<file path="config.mk">
export PLATFORM = sky130hd
export DESIGN_NAME = tdc_hit_encoder
export DESIGN_NICKNAME = d
export VERILOG_FILES = /design/src/rtl/tdc_pkg.sv /design/src/rtl/therm_decode.sv /design/src/rtl/tdc_hit_encoder.sv
export SDC_FILE = /design/constraint.sdc
export NUM_CORES = 1
export LEC_CHECK = 0
export CAP_MARGIN = 15
export CORE_MARGIN = 1
export CORE_UTILIZATION = 28
export CTS_CLUSTER_DIAMETER = 50
export DETAILED_ROUTE_END_ITERATION = 8
export PLACE_DENSITY = 0.46
export RECOVER_POWER = 50
export SETUP_SLACK_MARGIN = 0.05
export SLEW_MARGIN = 20
export SYNTH_ARGS = -nofsm -noshare
export SYNTH_HDL_FRONTEND = slang
export SYNTH_SLANG_ARGS = --single-unit
</file>
<file path="constraint.sdc">
create_clock -name clk -period 5.25 [get_ports clk]
set_input_delay 1.05 -clock clk [delete_from_list [all_inputs] [get_ports clk]]
set_output_delay 1.05 -clock clk [all_outputs]
set_load 0.02 [all_outputs]
</file>
<file path="src/rtl/tdc_pkg.sv">
// tdc_pkg
// Shared definitions for the TDC hit path and the downstream readout FIFO:
//   COARSE_W_DEFAULT / NMUX_DEFAULT : default timestamp and tap-count widths
//   fine_w()                        : width needed to hold a tap count 0..NMUX
//   tdc_state_t                     : hit-detector FSM states
//   tdc_rec_t                       : record layout {bubble, coarse, fine}
package tdc_pkg;

  localparam int COARSE_W_DEFAULT = 16;
  localparam int NMUX_DEFAULT     = 4;

  function automatic int fine_w(input int nmux);
    return $clog2(nmux + 1);
  endfunction

  localparam int FINE_W_DEFAULT = $clog2(NMUX_DEFAULT + 1);

  typedef enum logic {
    ARMED = 1'b0,
    BUSY  = 1'b1
  } tdc_state_t;

  // Default-width record as seen by the readout FIFO. The encoder keeps the
  // same field order for non-default widths.
  typedef struct packed {
    logic                        bubble;
    logic [COARSE_W_DEFAULT-1:0] coarse;
    logic [FINE_W_DEFAULT-1:0]   fine;
  } tdc_rec_t;

endpackage

</file>
<file path="src/rtl/therm_decode.sv">
// therm_decode
// Purely combinational decode of a sampled thermometer code.
//   code   : sampled taps, bit 0 is the tap that fires first
//   count  : number of taps set (popcount)
//   bubble : 1 when the ones are not contiguous from bit 0
module therm_decode
  import tdc_pkg::*;
#(
  parameter int NMUX   = NMUX_DEFAULT,
  parameter int FINE_W = fine_w(NMUX)
) (
  input  logic [NMUX-1:0]   code,
  output logic [FINE_W-1:0] count,
  output logic              bubble
);

  always_comb begin
    count  = '0;
    bubble = 1'b0;
    for (int i = 0; i < NMUX; i++) begin
      count = count + FINE_W'(code[i]);
    end
    // A clean code never has a set tap above a clear one.
    for (int i = 1; i < NMUX; i++) begin
      if (code[i] && !code[i-1]) begin
        bubble = 1'b1;
      end
    end
  end

endmodule

</file>
<file path="src/rtl/tdc_hit_encoder.sv">
// tdc_hit_encoder
// Samples the asynchronous delay-line taps, detects each hit and emits a
// {bubble, coarse, fine} timestamp record through a one-entry valid/ready
// output register.
//   clk, rst_n   : system clock, asynchronous active-low reset
//   Z            : delay-line taps (asynchronous thermometer code)
//   en           : run enable; low holds the coarse counter at 0 and disarms
//   clr_ovf      : synchronous clear of the sticky overflow flag
//   ts_ready     : consumer accepts the current record
//   ts_valid     : record valid
//   ts_coarse    : coarse time of the hit
//   ts_fine      : number of taps set in the first sample
//   ts_bubble    : first sample was not a clean thermometer code
//   overflow     : sticky, a record was dropped under backpressure
module tdc_hit_encoder
  import tdc_pkg::*;
#(
  parameter int NMUX     = NMUX_DEFAULT,
  parameter int COARSE_W = COARSE_W_DEFAULT,
  parameter int FINE_W   = fine_w(NMUX)
) (
  input  logic                clk,
  input  logic                rst_n,
  input  logic [NMUX-1:0]     Z,
  input  logic                en,
  input  logic                clr_ovf,
  input  logic                ts_ready,
  output logic                ts_valid,
  output logic [COARSE_W-1:0] ts_coarse,
  output logic [FINE_W-1:0]   ts_fine,
  output logic                ts_bubble,
  output logic                overflow
);

  typedef struct packed {
    logic                bubble;
    logic [COARSE_W-1:0] coarse;
    logic [FINE_W-1:0]   fine;
  } rec_t;

  logic [NMUX-1:0]     s1;
  logic [NMUX-1:0]     s2;
  logic [COARSE_W-1:0] cnt;
  tdc_state_t          state;
  rec_t                out_rec;
  rec_t                new_rec;

  logic [FINE_W-1:0]   fine_code;
  logic                bubble_code;
  logic                hit_evt;
  logic                drain;
  logic                drop;

  // Plain two-flop synchroniser per tap; nothing may sit between the stages.
  always_ff @(posedge clk or negedge rst_n) begin
    if (!rst_n) begin
      s1 <= '0;
      s2 <= '0;
    end else begin
      s1 <= Z;
      s2 <= s1;
    end
  end

  always_ff @(posedge clk or negedge rst_n) begin
    if (!rst_n) begin
      cnt <= '0;
    end else if (!en) begin
      cnt <= '0;
    end else begin
      cnt <= cnt + COARSE_W'(1);
    end
  end

  therm_decode #(
    .NMUX   (NMUX),
    .FINE_W (FINE_W)
  ) u_decode (
    .code   (s2),
    .count  (fine_code),
    .bubble (bubble_code)
  );

  assign hit_evt = (state == ARMED) && en && (|s2);
  assign drain   = ts_valid && ts_ready;
  assign drop    = hit_evt && ts_valid && !ts_ready;

  // The code seen in s2 entered s1 two edges ago, so cnt has advanced by two
  // since the cycle in which the hit actually arrived.
  assign new_rec.bubble = bubble_code;
  assign new_rec.coarse = cnt - COARSE_W'(2);
  assign new_rec.fine   = fine_code;

  // BUSY waits for one all-zero sample before another hit can be taken.
  always_ff @(posedge clk or negedge rst_n) begin
    if (!rst_n) begin
      state <= ARMED;
    end else begin
      case (state)
        ARMED: if (hit_evt) state <= BUSY;
        BUSY:  if (!en || !(|s2)) state <= ARMED;
        default: state <= ARMED;
      endcase
    end
  end

  // Fields are only rewritten on a load, so they stay put under backpressure.
  always_ff @(posedge clk or negedge rst_n) begin
    if (!rst_n) begin
      ts_valid <= 1'b0;
      out_rec  <= '0;
    end else if (hit_evt && (!ts_valid || ts_ready)) begin
      ts_valid <= 1'b1;
      out_rec  <= new_rec;
    end else if (drain) begin
      ts_valid <= 1'b0;
    end
  end

  // A drop in the same cycle as clr_ovf keeps the flag set.
  always_ff @(posedge clk or negedge rst_n) begin
    if (!rst_n) begin
      overflow <= 1'b0;
    end else if (drop) begin
      overflow <= 1'b1;
    end else if (clr_ovf) begin
      overflow <= 1'b0;
    end
  end

  assign ts_coarse = out_rec.coarse;
  assign ts_fine   = out_rec.fine;
  assign ts_bubble = out_rec.bubble;

endmodule
</file>
Yosys cells after proc, flatten, opt, wreduce, memory -nomap -nowiden. Cells that the tools add are included.

Register bits: 47. Output and inout port bits: 22. Word-level logic and storage cells: 47.

Add/subtract/negate cells: 5. Multiplexer cells: 11. Bitwise operators: 1. Reduce and logical (&&, ||, !) cells: 21.

Operators with widths (number): 16-bit by 1-bit adder with 16-bit output, second input constant (1); 16-bit 2-to-1 mux (1); 16-bit by 2-bit subtractor with 16-bit output, second input constant (1); 1-bit logical AND (9); 1-bit 2-to-1 mux (9); 1-bit zero test (7); 3-bit by 1-bit adder with 3-bit output (2); 2-bit nonzero test (2); 4-bit OR reduction (1); 1-bit by 1-bit adder with 2-bit output (1); 1-bit logical OR (2); 1-bit one-hot mux with 2 select lines (1); 1-bit inverter (1).

Depth between registers and ports, before layout. Gate-level depths: netlist (run 1).

Depth in word-level cells: 6. Depth in mapped cells: 8.

Hierarchy. A second synthesis (run 1) with hierarchy kept.

Cells, all modules: 205. Area, all modules: 2175.8 um^2.

By module, submodules not included: tdc_hit_encoder (times used 1, cells an instance 194, area each 2087.0 um^2); therm_decode (times used 1, cells an instance 11, area each 88.8 um^2).

Least setup slack after synthesis (run 1). Ideal clock, no wire load.

Kind: input to register. From: input port en. To: register out_rec, in the netlist ts_coarse[12]. Library setup time: 69 ps. Arrival time: 1869 ps. Data required time: 5181 ps. Path slack: 3312 ps. Stages on the path: 5. Path buffers: 1. Cell sequence: nor2b_1 -> and3_1 -> clkbuf_1 -> o211ai_1 -> nand3_1.

Word-level cells in the longest chain between the ends: 3.

RTL lines: start: declaration (line tdc_hit_encoder.sv:25) `input logic en,`; 1-bit logical AND (2 in a row) (line tdc_hit_encoder.sv:84) `assign hit_evt = (state == ARMED) && en && (|s2);`; 1-bit logical AND (line tdc_hit_encoder.sv:112) `end else if (hit_evt && (!ts_valid || ts_ready)) begin`; end signal: assignment (line tdc_hit_encoder.sv:114) `out_rec <= new_rec;`; end: declaration (line tdc_hit_encoder.sv:45) `rec_t out_rec;`.

No other way between the ends. A chain may end at the register's enable or synchronous reset.

==> qor.txt, run 1 <==
Setup TNS = 0 ns
Area growth from synthesis to layout = 20.4%
Port bufs = 30
MaxCap Viol Count = 1
Avg WL per Cell = 12.2 um
Arrival time worst endpoint = 2.78 ns
Most frequent cells in the layout = dfrtp_1 (47), nand2_1 (35), clkdlybuf4s50_1 (24), and2_1 (14), o21ai_0 (14)
Min-delay src = s1[0]
Clock Tree Root = clkbuf_8
Final Wtd Congestion = 0.711
Fin. Hold Viols = 0
Diode count = 0
Post-CTS setup buffer count = 0
GRT Util Overall = 0.110
Tcrit/Tclk final = 0.549
Hold Path Depth = 0
Leakage = 1.25 nW
Die H = 91.0 um
Reg2Reg Setup Slack = 3.31 ns
Hold_buf cts = 0
Overflow after GRT = 0
Vias = 1523
CTS tree = built
Setup crit start = rst_n
ANT nets after route = 0
Maximum vdd ir drop = 101 uV
Initial Util = 0.288
PwrDens = 316 mW/mm2
CP Cell Sequence = clkbuf_1
FF-to-FF Start = cnt[2]
Total Nets Final = 256
Min-delay worst type = reg -> reg
DR pass1 iterations = 4
First-pass GRT wire length = 7090 um
Worst hold path endpoint = s2[0]
Clock Latency Late Sink = 0.30 ns
Core area = 0.00769 mm2
Crit path largest cell delay = 1.72 ns
CTS clock-pin slew for the worst setup and hold paths = 0.09 ns
Die X = 91.0 um
Final setup fails = 0
Status = finished with violations
Layout cell share with drive strength beyond 1 = 0.0581
Die ar. = 0.00827 mm2
Syn Std Cell Area = 0.00222 mm2
Slew HR = -0.638
Fmax = 0.347 GHz
Initial antenna violation count = 0
CTS sink cnt = 47
Commonest non-fill, non-tap cell in the layout = dfrtp_1
Syn Inst Count = 213
Kind of critical path = in -> async
Total routed wirelength = 4170 um
Post_cts resized = 0
Failing checks = max-capacitance violations, max-slew violations
Drt first-iter violations = 33
FP Rows = 32
Slowest stage cell on the critical path = clkbuf_1
H-tree lvl count = 2
Io pins = 31
Largest net degree at the start of global routing = 48
Worst slew pin tran = 2.46 ns
Max clock buf depth = 2
CTS Buf Count = 5
RSZ-0062 raised after global routing = false
Mapped Nets = 229
CP max FO = 47
Number of fill cells = 809
Hold WS = 0.355 ns
Reg2reg end = ts_coarse[15]
Cell family with most CP delay = buffers and inverters
Post-route DRC violation count = 0
CP Data Required Time = 5.15 ns
Element type at the critical path end = asynchronous set/reset pin
Buffers and inverters on the worst path = 1
Synth unique cells = 36
Post-synthesis sequential area ratio = 0.531
Final Max Slew Viols = 48
Clk_skew = 0.00425 ns
Reg2reg path depth = 6
Setup crit start kind = input pin
Fin crit period = 2.88 ns
Synth Warn # = 0
HPWL after detailed placement = 2980 um
#FFs+latches synth = 47
DR vias/cell = 4.44
Vias in the first global route = 1446
Synth Area per Inst = 10.4 um2
-- synthesized netlist by cell type --
cell type | instances | share of area
nor2b_1 | 3 | 0.0085
buf_4 | 1 | 0.0034
nor4_1 | 4 | 0.011
or3_1 | 3 | 0.0085
fa_1 | 1 | 0.0090
nand2_1 | 35 | 0.059
a21oi_1 | 1 | 0.0023
nor4b_4 | 1 | 0.011
or3b_2 | 1 | 0.0040
nand4_1 | 4 | 0.011
nor2_1 | 7 | 0.012
nand2b_1 | 1 | 0.0028
nand3_1 | 9 | 0.020
a31oi_1 | 3 | 0.0085
a21boi_0 | 2 | 0.0068
o211ai_1 | 1 | 0.0034
o31a_1 | 1 | 0.0040
dfrtp_1 | 47 | 0.53
nand3_2 | 1 | 0.0045
nand4b_1 | 1 | 0.0040
or4_1 | 3 | 0.010
and4_1 | 1 | 0.0040
and3_1 | 1 | 0.0028
xor2_1 | 13 | 0.051
inv_1 | 8 | 0.014
o31ai_1 | 2 | 0.0068
nor3_1 | 3 | 0.0068
clkbuf_1 | 3 | 0.0051
ha_1 | 6 | 0.034
buf_2 | 5 | 0.011
o22ai_1 | 2 | 0.0056
o21ai_0 | 14 | 0.032
nor3_4 | 2 | 0.015
buf_6 | 2 | 0.010
xnor2_1 | 7 | 0.028
and2_1 | 14 | 0.040
-- cell type report --
class | count | area, um2 | area share
sequential | 47 | 1180 | 0.441
multi-input combinational | 147 | 943 | 0.354
timing repair buffer | 31 | 302 | 0.113
tap | 102 | 128 | 0.0478
clock buffer | 5 | 68.8 | 0.0258
inverter | 8 | 30.0 | 0.0113
clock inverter | 3 | 20.0 | 0.00750
-- through the flow --
stage	power, mW	instance area [um2]	util	worst slack, ns	cells
2_1_floorplan	0.538	2220	-	3.31	213
3_3_place_gp	0.638	2580	0.336	2.22	335
3_5_place_dp	0.640	2580	0.336	2.18	335
4_1_cts	0.859	2670	0.347	2.49	343
5_1_grt	0.894	2670	0.347	1.73	343
6_report	0.843	2670	0.347	2.37	343
-- how the worst max path moves through the flow --
| stage | to | slack (ns) | cells after the start |
|---|---|---|---|
| after floorplan | ts_coarse[12] | 3.31 | 5 |
| after global placement | ts_coarse[12] | 2.22 | 6 |
| after detailed placement | ts_coarse[12] | 2.18 | 6 |
| after CTS | ts_coarse[12] | 2.49 | 6 |
| after global routing | cnt[11] | 1.73 | 1 |
| final | ts_coarse[1] | 2.37 | 1 |
-- registers in the layout, indices dropped and copies added, names as in the netlist --
name / cells
cnt: 16
ts_coarse: 16
s1: 4
s2: 4
ts_fine: 3
overflow: 1
state: 1
ts_bubble: 1
ts_valid: 1
-- kinds of logic (layout without fill, tap and decap cells) --
group                      count (synthesis)  in the layout  synth area share
and+or+nand+nor                           94             94             0.235
DFF                                       47             47             0.531
AOI/OAI and AO/OA                         26             26            0.0689
xor gates and xnor gates                  20             20            0.0791
buffers and inverters                     19             47            0.0435
adders and majority gates                  7              7            0.0429
-- report_power, final --
part	switching (mW)	internal (mW)
Sequential	0.0240	0.402
Combinational	0.106	0.0950
Clock	0.123	0.0927
-- routing by layer --
metal  vias up  share of wire  routed length, um  track usage
met4         0          0.021                 86       0.0516
li1        774              -                  -            -
met2        23           0.47               1940        0.168
met1       718           0.49               2030        0.147
met5         -              0                  0            0
met3         8          0.026                109       0.0260
(Power assumes the default switching activity.)
==> run 2, diff against run 1 <==
==> constraint.sdc (replaced) <==
create_clock -name clk -period 2.8 [get_ports clk]
set_input_delay 0.56 -clock clk [delete_from_list [all_inputs] [get_ports clk]]
set_output_delay 0.56 -clock clk [all_outputs]
set_load 0.02 [all_outputs]
==> qor.txt, run 2 (synthesis results as in run 1) <==
HPWL after detailed placement = 3160 um (+6.0%)
Buffers and inverters on the worst path = 1 (unchanged)
Slew HR = 0.220 (+0.858)
Crit path largest cell delay = 0.48 ns (-1.24 ns)
Die ar. = 0.00827 mm2 (unchanged)
GRT Util Overall = 0.117 (+0.00689)
CP max FO = 6 (-87%)
Final Wtd Congestion = 0.699 (-1.6%)
Leakage = 1.28 nW (+2.6%)
Final core utilization = 0.354 (+0.00749)
Max clock buf depth = 2 (unchanged)
Fin. Hold Viols = 0 (unchanged)
Post-route DRC violation count = 0 (unchanged)
First-pass GRT wire length = 7610 um (+7.3%)
Slowest stage cell on the critical path = dfrtp_1
Largest net degree at the start of global routing = 48 (unchanged)
Placed Area = 0.00259 mm2 (+0.58%)
Io pins = 31 (unchanged)
Min-delay worst type = reg -> reg
H-tree lvl count = 2 (unchanged)
Clock Tree Root = clkbuf_8
PwrDens = 650 mW/mm2 (+110%)
Clock Latency Late Sink = 0.30 ns (about the same)
ANT nets after route = 0 (unchanged)
Commonest non-fill, non-tap cell in the layout = dfrtp_1
Post_cts resized = 0 (unchanged)
Clk_skew = 0.00562 ns (+0.00137 ns)
Worst slew pin tran = 1.17 ns (-1.29 ns)
Overflow after GRT = 0 (unchanged)
CTS Buf Count = 5 (unchanged)
Total Nets Final = 258 (+0.78%)
Die X = 91.0 um (unchanged)
CP Data Required Time = 3.02 ns (-2.13 ns)
CTS tree = built
Most frequent cells in the layout = dfrtp_1 (47), nand2_1 (35), clkdlybuf4s50_1 (24), and2_1 (14), o21ai_0 (14)
Cell family with most CP delay = simple AND/OR/NAND/NOR gates
FP Rows = 32 (unchanged)
CTS clock-pin slew for the worst setup and hold paths = 0.09 ns (about the same)
Pre-CTS setup slack = 0.706 ns (-1.47 ns)
Final setup fails = 0 (unchanged)
Post-CTS setup buffer count = 0 (unchanged)
Drt first-iter violations = 57 (+73%)
Final worst setup slack = 0.901 ns (-1.47 ns)
Total routed wirelength = 4410 um (+5.7%)
DR vias/cell = 4.42 (-0.45%)
Vias in the first global route = 1556 (+7.6%)
Fin crit period = 1.90 ns
Maximum vdd ir drop = 245 uV (+140%)
Area growth from synthesis to layout = 23.0%
MaxCap Viol Count = 0 (-1)
Fmax = 0.527 GHz
Element type at the critical path end = flop
Final Max Slew Viols = 0 (-100%)
RSZ-0062 raised after global routing = false
Post-route cell area = 0.00273 mm2 (+2.2%)
Initial antenna violation count = 0 (unchanged)
Port bufs = 30 (unchanged)
Arrival time worst endpoint = 2.12 ns (-0.66 ns)
Number of fill cells = 799 (-1.2%)
Kind of critical path = reg -> reg
Layout cell share with drive strength beyond 1 = 0.0658 (+0.00775)
CTS sink cnt = 47 (unchanged)
Setup TNS = 0 ns (unchanged)
Avg WL per Cell = 12.8 um (+5.1%)
Tcrit/Tclk final = 0.678
Die H = 91.0 um (unchanged)
DR pass1 iterations = 4 (unchanged)
Vias = 1525 (+0.13%)
Initial Util = 0.288 (unchanged)
Core area = 0.00769 mm2 (unchanged)
CP Cell Sequence = inv_1, ha_1, nor4b_4, nand3_2, or4_1, a31oi_1
Diode count = 0 (unchanged)
Setup crit start kind = flop
Status = finished clean
Hold_buf cts = 0 (unchanged)
==> run 2: final cells by class <==
cell class                 instances  area (um2)  share of cell area
clock buffer                       5        68.8              0.0253
sequential                        47        1180               0.432
clock inverter                     3        67.6              0.0248
multi-input combinational        147         943               0.346
timing repair buffer              33         312               0.114
tap                              102         128              0.0468
inverter                           8        30.0              0.0110
==> run 2: worst paths after layout <==
path	from	to	slack, ns	cells past startpoint
max in group asynchronous	rst_n	ts_coarse[12]	1.52	2
max	cnt[2]	ts_coarse[15]	0.90	6
max reg2reg	cnt[2]	ts_coarse[15]	0.90	6
min	s1[2]	s2[2]	0.35	0
min reg2reg	s1[2]	s2[2]	0.35	0
min in group asynchronous	rst_n	s1[0]	0.56	2
==> run 2: report_power, final <==
part	total, mW	leakage (nW)	switching, mW	internal, mW
clock network	0.594	0.0644	0.238	0.356
registers	0.801	0.588	0.0468	0.754
logic	0.378	0.629	0.199	0.179
total	1.77	1.28	0.484	1.29
==> run 2: per-layer routing <==
metal / up-vias / track usage / wire (um)
met3: 5 / 0.0226 / 100
met4: 0 / 0.0397 / 65
met1: 719 / 0.156 / 2200
li1: 778 / - / -
met5: - / 0 / 0
met2: 23 / 0.189 / 2040
==> run 2: metrics by stage <==
step                total power [mW]  hold WS [ns]  cells
floorplan                       1.01         0.264    213
global placement                1.20         0.332    337
detailed placement              1.20         0.335    337
CTS                             1.81         0.354    345
global route                    1.88         0.360    345
finish                          1.77         0.350    345
==> run 3, diff against run 2 <==
--- a/config.mk
+++ b/config.mk
@@ -10,7 +10,7 @@
 export CORE_UTILIZATION = 28
 export CTS_CLUSTER_DIAMETER = 50
 export DETAILED_ROUTE_END_ITERATION = 8
-export PLACE_DENSITY = 0.46
+export PLACE_DENSITY = 0.48
 export RECOVER_POWER = 50
 export SETUP_SLACK_MARGIN = 0.05
 export SLEW_MARGIN = 20
==> constraint.sdc (replaced) <==
create_clock -name clk -period 1.55 [get_ports clk]
set_input_delay 0.31 -clock clk [delete_from_list [all_inputs] [get_ports clk]]
set_output_delay 0.31 -clock clk [all_outputs]
set_load 0.02 [all_outputs]
==> qor.txt, run 3 (synthesis results as in run 1) <==
Total routed wirelength = 5540 um (+26%)
Die H = 91.0 um (unchanged)
Layout cell share with drive strength beyond 1 = 0.423 (+0.357)
CTS tree = built
Max clock buf depth = 2 (unchanged)
Fmax = 0.620 GHz (+18%)
FP Rows = 32 (unchanged)
Arrival time worst endpoint = 1.86 ns (-0.26 ns)
Leakage = 1.70 nW (+32%)
Setup crit start kind = flop
H-tree lvl count = 2 (unchanged)
CTS clock-pin slew for the worst setup and hold paths = 0.09 ns (about the same)
PwrDens = 911 mW/mm2 (+40%)
Clock Tree Root = clkbuf_8
ANT nets after route = 0 (unchanged)
Area growth from synthesis to layout = 56.2%
CTS Buf Count = 5 (unchanged)
Vias in the first global route = 1828 (+17%)
Initial antenna violation count = 0 (unchanged)
Final Wtd Congestion = 0.777 (+11%)
Tcrit/Tclk final = 1.04 (+0.363)
Port bufs = 30 (unchanged)
Element type at the critical path end = flop
Vias = 1774 (+16%)
Min-delay src = s1[1]
Worst hold path endpoint = s2[1]
Kind of critical path = reg -> reg
Overflow after GRT = 0 (unchanged)
Clk_skew = 0.00832 ns (+0.00270 ns)
Final worst setup slack = -0.0633 ns (-0.965 ns)
Post-route DRC violation count = 0 (unchanged)
Fin crit period = 1.61 ns (-0.285 ns)
HPWL after detailed placement = 3450 um (+9.4%)
Reg2reg end = ts_coarse[12]
Avg WL per Cell = 14.1 um (+10%)
Pre-CTS setup slack = -0.218 ns (-0.924 ns)
First-pass GRT wire length = 9000 um (+18%)
Fin. Hold Viols = 0 (unchanged)
Final core utilization = 0.450 (+0.0959)
MaxCap Viol Count = 0 (unchanged)
CTS sink cnt = 47 (unchanged)
RSZ-0062 raised after global routing = true
Crit path largest cell delay = 0.42 ns (-0.06 ns)
Io pins = 31 (unchanged)
FF-to-FF Start = s2[1]
Core area = 0.00769 mm2 (unchanged)
Placed Area = 0.00290 mm2 (+12%)
CP Cell Sequence = inv_2, ha_4, or3b_4, nand3_4, buf_12, clkbuf_16, nand2_1, nand3_1
Diode count = 0 (unchanged)
Drt first-iter violations = 90 (+58%)
Slew HR = 0.560 (+0.340)
Die ar. = 0.00827 mm2 (unchanged)
Initial Util = 0.288 (unchanged)
DR vias/cell = 4.51 (+2.1%)
Commonest non-fill, non-tap cell in the layout = dfrtp_1
Slowest stage cell on the critical path = or3b_4
Min-delay worst type = reg -> reg
GRT Util Overall = 0.140 (+0.0230)
Maximum vdd ir drop = 344 uV (+41%)
Post-route cell area = 0.00346 mm2 (+27%)
Status = finished with violations
Die X = 91.0 um (unchanged)
Reg2reg path depth = 8 (+2)
Hold Path Depth = 0 (unchanged)
Most frequent cells in the layout = dfrtp_1 (43), buf_4 (39), dlygate4sd2_1 (22), nand2_1 (15), and2_1 (14)
CP max FO = 7 (+1)
Final setup fails = 20 (+20)
Total Nets Final = 306 (+19%)
Setup TNS = -0.530 ns (-0.530 ns)
Tot Pwr = 3.15 mW (+78%)
Largest net degree at the start of global routing = 48 (unchanged)
Worst slew pin tran = 0.660 ns (-0.510 ns)
Failing checks = negative setup slack
Clock Latency Late Sink = 0.30 ns (about the same)
DR pass1 iterations = 4 (unchanged)
Reg2Reg Setup Slack = -0.06 ns (-0.96 ns)
Final Max Slew Viols = 0 (unchanged)
CP Data Required Time = 1.80 ns (-1.22 ns)
[run 3: cell count changes in the layout (fill, tap and decap cells not counted), moves of 11 or more]
| cell | change |
|---|---|
| dlygate4sd2_1 | +22 |
| buf_4 | +38 |
| nand2_4 | +13 |
| nand2_1 | -20 |
| o21ai_0 | -11 |
| clkdlybuf4s50_1 | -21 |
[run 3: critical path, delay by kind of cell, from the launching register on]
family / cells / cell delay (ns)
AND/OR/NAND/NOR: 4 / 0.64
adder cells (fa/ha/maj): 1 / 0.12
flip-flops: 1 / 0.41
buffers and inverters: 3 / 0.40
[run 3: power breakdown]
part / internal (mW) / total [mW] / switching [mW]
logic: 0.423 / 0.881 / 0.457
clock network: 0.365 / 0.800 / 0.435
registers: 1.36 / 1.47 / 0.112
[run 3: metal layers]
metal,global-route usage,wire length (um),up-vias
met1,0.181,2630,870
met3,0.0293,145,4
met4,0.0437,51,0
met5,0,0,-
met2,0.234,2710,28
li1,-,-,872
[run 3: final cells by class]
type / count / area (um2)
Clock inverter: 2 / 16.3
Inverter: 8 / 30.0
Timing Repair Buffer: 80 / 752
Fill cell: 746 / 4230
Clock buffer: 6 / 82.6
Multi-Input combinational cell: 148 / 1270
Tap cell: 102 / 128
Sequential cell: 47 / 1180
[run 3: how the worst max path moves through the flow]
stage / from / endpoint / slack, ns / cells past startpoint
finish: s2[1] / ts_coarse[12] / -0.06 / 8
global route: cnt[1] / ts_coarse[15] / -0.15 / 6
CTS: cnt[1] / cnt[15] / -0.07 / 6
detailed placement: en / ts_coarse[12] / -0.22 / 5
global placement: en / ts_coarse[12] / -0.20 / 5
floorplan: cnt[2] / ts_coarse[15] / -0.15 / 6
[run 3: repair_timing]
action / in CTS / in global routing
hold buffers: 1 / 0
resized for setup: 45 / 72
cloned: 2 / 2
pin swaps: 10 / 32
endpoints found under the setup margin: 50 / 30
setup buffers: 5 / 3
hold endpoints to repair: 47 / 0
[run 3: stage by stage]
stage / std cells / hold slack (ns)
2_1_floorplan: 213 / 0.0144
3_3_place_gp: 373 / 0.318
3_5_place_dp: 373 / 0.322
4_1_cts: 388 / 0.357
5_1_grt: 393 / 0.363
6_report: 393 / 0.354
